`config.mk`:
```
export PLATFORM = sky130hd
export DESIGN_NAME = sumador_serie
export DESIGN_NICKNAME = d
export VERILOG_FILES = /design/src/rtl/sumador_serie_pkg.sv /design/src/rtl/celda_suma.sv /design/src/rtl/sumador_serie.sv
export SDC_FILE = /design/constraint.sdc
export NUM_CORES = 1
export LEC_CHECK = 0
export CORE_ASPECT_RATIO = 0.6
export CORE_MARGIN = 5
export CORE_UTILIZATION = 35
export CTS_CLUSTER_DIAMETER = 50
export CTS_CLUSTER_SIZE = 10
export DETAILED_ROUTE_END_ITERATION = 8
export HOLD_SLACK_MARGIN = 0.05
export PLACE_DENSITY = 0.59
export SLEW_MARGIN = 20
export SYNTH_ARGS = -nofsm -noshare
export SYNTH_HDL_FRONTEND = slang
export SYNTH_HIERARCHICAL = 1
export SYNTH_SLANG_ARGS = --single-unit
```
`constraint.sdc`:
```
create_clock -name clk -period 1.7 [get_ports clk]
set_input_delay 0.34 -clock clk [delete_from_list [all_inputs] [get_ports clk]]
set_output_delay 0.34 -clock clk [all_outputs]
set_load 0.05 [all_outputs]
```
`src/rtl/sumador_serie_pkg.sv`:
```
// Shared definitions for the bit-serial adder/subtractor: FSM state encoding.
package sumador_serie_pkg;

    typedef enum logic [1:0] {
        ST_IDLE = 2'd0,
        ST_RUN  = 2'd1,
        ST_DONE = 2'd2
    } state_e;

endpackage

```
`src/rtl/celda_suma.sv`:
```
// Combinational 1-bit full-adder cell reused every clock by the serial adder.
module celda_suma (
    input  logic xi,
    input  logic yi,
    input  logic ci,
    output logic Si,
    output logic Co
);

    assign Si = xi ^ yi ^ ci;
    assign Co = (xi & yi) | (xi & ci) | (yi & ci);

endmodule

```
`src/rtl/sumador_serie.sv`:
```
// Bit-serial adder/subtractor: one full-adder cell plus a carry flip-flop, LSB first,
// WIDTH cycles per operation with a one-cycle done pulse.
module sumador_serie
    import sumador_serie_pkg::*;
#(
    parameter int WIDTH = 8
) (
    input  logic             clk,
    input  logic             rst_n,
    input  logic             start,
    input  logic             sub,
    input  logic             cin,
    input  logic [WIDTH-1:0] x,
    input  logic [WIDTH-1:0] y,
    output logic [WIDTH-1:0] s,
    output logic             co,
    output logic             ovf,
    output logic             busy,
    output logic             done
);

    localparam int CNT_W = $clog2(WIDTH + 1);
    localparam logic [CNT_W-1:0] LAST = CNT_W'(WIDTH - 1);

    state_e           state_q;
    logic [CNT_W-1:0] cnt_q;
    logic [WIDTH-1:0] a_q, b_q, shadow_q, shadow_d, s_q;
    logic             carry_q, co_q, ovf_q, busy_q, done_q;
    logic             cell_s, cell_co;
    logic             accept, step, last;

    celda_suma u_celda (
        .xi (a_q[0]),
        .yi (b_q[0]),
        .ci (carry_q),
        .Si (cell_s),
        .Co (cell_co)
    );

    assign accept = start && (state_q == ST_IDLE || state_q == ST_DONE);
    assign step   = (state_q == ST_RUN);
    assign last   = step && (cnt_q == LAST);

    // Sum bits enter at the MSB so after WIDTH shifts the word is aligned.
    assign shadow_d = (shadow_q >> 1) | (WIDTH'(cell_s) << (WIDTH - 1));

    // Operand datapath: no reset needed, always reloaded on an accepted start.
    always_ff @(posedge clk) begin
        if (accept) begin
            a_q     <= x;
            b_q     <= sub ? ~y : y;
            carry_q <= sub ? 1'b1 : cin;
        end else if (step) begin
            a_q      <= a_q >> 1;
            b_q      <= b_q >> 1;
            carry_q  <= cell_co;
            shadow_q <= shadow_d;
        end
    end

    // Control FSM with registered outputs; carry_q at the last edge is the carry into the MSB.
    always_ff @(posedge clk) begin
        if (!rst_n) begin
            state_q <= ST_IDLE;
            cnt_q   <= '0;
            s_q     <= '0;
            co_q    <= 1'b0;
            ovf_q   <= 1'b0;
            busy_q  <= 1'b0;
            done_q  <= 1'b0;
        end else begin
            done_q <= 1'b0;
            case (state_q)
                ST_IDLE, ST_DONE: begin
                    state_q <= ST_IDLE;
                    if (accept) begin
                        state_q <= ST_RUN;
                        cnt_q   <= '0;
                        busy_q  <= 1'b1;
                    end
                end
                ST_RUN: begin
                    cnt_q <= cnt_q + CNT_W'(1);
                    if (last) begin
                        state_q <= ST_DONE;
                        cnt_q   <= '0;
                        s_q     <= shadow_d;
                        co_q    <= cell_co;
                        ovf_q   <= carry_q ^ cell_co;
                        busy_q  <= 1'b0;
                        done_q  <= 1'b1;
                    end
                end
                default: begin
                    state_q <= ST_IDLE;
                    cnt_q   <= '0;
                    busy_q  <= 1'b0;
                end
            endcase
        end
    end

    assign s    = s_q;
    assign co   = co_q;
    assign ovf  = ovf_q;
    assign busy = busy_q;
    assign done = done_q;

endmodule

```
==> parameters.txt, run 1 <==
Parameter                              Value

Outcome
  Run status ... complete, no violations

Critical path
  Worst Path Class, Setup ... flip-flop to flip-flop
  Data arrival at the endpoint of the critical path ... between 1500 and 2000 ps
  Crit path max fanout ... 9
  Cell with the biggest individual delay on the critical path ... dfxtp_1
  Family of cells with the greatest summed delay on the critical path ... buffers and inverters
  Buffering stage count on the worst path with inverters included ... 2
  Maximum single-stage delay on the critical path ... 360 ps
  Cells along the critical path ... nand2b_1 > clkinv_1 > buf_4 > a311oi_1
  Element type at the critical path end ... flip-flop
  Kind of start point of the critical path ... flip-flop
  Required time of the worst setup path ... 1900 ps
  Reg2reg setup slack ... roughly 220 ps

Global route
  Global-route wire length before repair ... around 5600 um
  GR Util All Layers ... 0.1115
  Number of antenna violations at the first check in global routing ... 0
  Number of global-route vias before repair ... ~1.2k
  Total overflow reported by the global router ... 0
  Maximum number of pins on one net before global-route repair ... 19

Clock tree
  Cts hold-fix bufs ... 0
  Number of sinks handled by clock tree synthesis ... between 40 and 50
  Clock-pin slew on the worst setup and hold paths ... ~80 ps
  Setup Fix Bufs, Post-CTS ... 0
  Root Buffer ... clkbuf_8
  # resized after CTS ... 0
  H-tree levels ... 2
  Maximum buffer depth of the clock tree ... 2
  Worst skew pair latency ... 300 ps
  Number of buffers created by CTS ... 5
  TritonCTS clock tree ... built

Timing
  Worst hold slack ... 454.0 ps
  Clk_skew ... 7.557 ps
  Post-route setup TNS ... 0 ps
  Max-slew violation count ... 0
  Final worst path period need ... ~1500 ps
  Final-report hold violation count ... 0
  Tcrit/Tclk final ... 0.8710
  RSZ-0062 raised after global routing ... false
  Tightest slew margin relative to the limit ... 0.6925
  Top achievable clock speed ... between 600 and 700 MHz
  Final setup violating endpoints ... 0
  Worst-Margin Slew ... 459.9 ps

Layout
  Number of diodes ... 0
  Total of fill cells in the finished design ... 438
  Filler-free cell count of the finished design ... 253
  Fraction of final layout cells sized beyond drive strength 1 ... 0.1947
  Number of nets in the final layout ... roughly 210
  Area growth from synthesis to layout ... 30.89%

Floorplan
  Placeable Area ... about 4600 um^2
  Starting density of the core ... 0.3687
  Rows ... 19
  Full die area ... 6427 um^2
  Number of placed I/O pins ... 33
  Width of the die ... 100.2 um
  Vertical die dimension ... 64.13 um

Logic synthesis
  Syn. warnings ... 6
  Library cell occupying the most area in the post-synthesis netlist ... edfxtp_1
  Fraction of synthesized cell area taken by the top area cell type ... 0.4217
  Largest cells by area after synthesis ... edfxtp_1, dfxtp_1, o21ai_0, mux2_2, xnor2_1
  Total standard cell area after synthesis ... 1709 um^2
  Syn nets ... about 170
  Total of flip-flops plus latches after synthesis ... 42
  Netlist cell types ... 26
  Post-synthesis instance total ... 148
  Sequential-to-total area share from yosys stat ... 0.6325
  Average footprint of a synthesized cell ... about 12 um^2

Power
  Power density over the cells ... approximately 950 nW/um^2
  Maximum VDD drop ... 0.4363 mV
  LEAKAGE ... roughly 0.00081 uW

Route
  Total routed wirelength ... roughly 3400 um
  Starting DRC count in detailed routing ... 35
  Overall via count from detail_route ... 1212
  Residual DRC count ... 0
  Metal-1 WL ... approximately 1600 um
  Pre-antenna DRT Iters ... 4
  Routed length per placed instance ... approximately 14 um
  Top layer used by detailed routing ... met4
  Length of routed met2 wiring ... 1521 um
  Antenna-violating nets left ... 0
  Met3 wirelength from detailed routing ... 264 um
  Drt via density ... 4.791

Run
  Maximum capacitance violations ... 0

Placement
  DP Wirelength ... roughly 2500 um
  Final weighted congestion in routability-driven placement ... approximately 0.78
  Placed instance count ... 245
  Input/output buffers ... 32

Worst hold path
  Path class of the lowest-slack min-delay path ... flip-flop to flip-flop
[registers in the layout, indices dropped and copies added, names as in the netlist]
register	count
co	1
done	1
busy	1
a_q	8
ovf	1
s	8
state_q	2
carry_q	1
shadow_q	7
b_q	8
cnt_q	4
[path summary, 6_finish.rpt]
check / endpoint / from / depth (start not counted)
max: ovf / state_q[1] / 4
min reg2reg: shadow_q[6] / shadow_q[7] / 0
min: shadow_q[6] / shadow_q[7] / 0
max reg2reg: ovf / state_q[1] / 4
[cell usage after synthesis, drive strengths merged]
cell type,instances
dfxtp,18
mux2,7
clkinv,2
o21bai,1
a31oi,1
nand3,12
or4,1
fa,1
inv,1
a311oi,1
nand3b,2
and3b,1
edfxtp,24
ha,1
nand2b,2
nor2,5
buf,4
nor3,2
or3,1
xnor2,9
o21ai,18
nand2,12
nor3b,2
clkbuf,5
a21oi,15
[cell families after synthesis]
group | synth area share
simple gates | 0.1164
mux | 0.04612
compound gates | 0.1098
fa+ha+maj | 0.01903
xor+xnor | 0.04612
flops | 0.6325
buf+inv | 0.03001
[power by group]
part	switching (uW)	internal (uW)	total [uW]
Clock	330	328	657
Combinational	130	142	272
Sequential	31.6	1180	1210
Total	491	1650	2140
[cell type report]
class                   instances  area [um^2]  area share
flip-flops and latches         42         1081      0.4832
multi-input cells              94        576.8      0.2578
repair buffers                 43        397.9      0.1779
clock buffers                   7        86.33     0.03859
well taps                      63        78.83     0.03523
inverters                       3        11.26    0.005034
clock inverters                 1        5.005    0.002237
[per-layer routing]
| layer | vias to the layer above | GRT usage |
|---|---|---|
| li1 | 610 | - |
| met1 | 554 | 0.1410 |
| met2 | 41 | 0.1650 |
| met3 | 7 | 0.04457 |
| met4 | 0 | 0.05714 |
| met5 | - | 0 |
[stage by stage]
step	utilization	total power [uW]	cell area (um^2)	setup slack, ps
final	0.4826	2136	2237	219.4
after global routing	0.4826	2224	2237	56.01
after CTS	0.4826	2156	2237	253.2
after detailed placement	0.4629	1506	2146	13.89
after global placement	0.4629	1491	2146	44.37
after floorplan	-	1374	1709	146.2
[layout by cell type (no fill, tap or decap), drive strengths merged, types with 2 or more instances in the layout]
master,count
edfxtp,24
buf,23
clkdlybuf4s50,20
o21ai,18
dfxtp,18
a21oi,15
nand2,12
nand3,12
xnor2,9
mux2,7
clkbuf,7
nor2,5
clkinv,3
nand2b,2
nand3b,2
nor3,2
nor3b,2
(Power assumes the default switching activity.)
==> run 2: changes to the inputs <==
--- a/config.mk
+++ b/config.mk
@@ -8,7 +8,6 @@
 export CORE_ASPECT_RATIO = 0.6
 export CORE_MARGIN = 5
 export CORE_UTILIZATION = 35
-export CTS_CLUSTER_DIAMETER = 50
 export CTS_CLUSTER_SIZE = 10
 export DETAILED_ROUTE_END_ITERATION = 8
 export HOLD_SLACK_MARGIN = 0.05
==> results of run 2 <==
The final DEF is identical to that of run 1; final timing and power are the same.
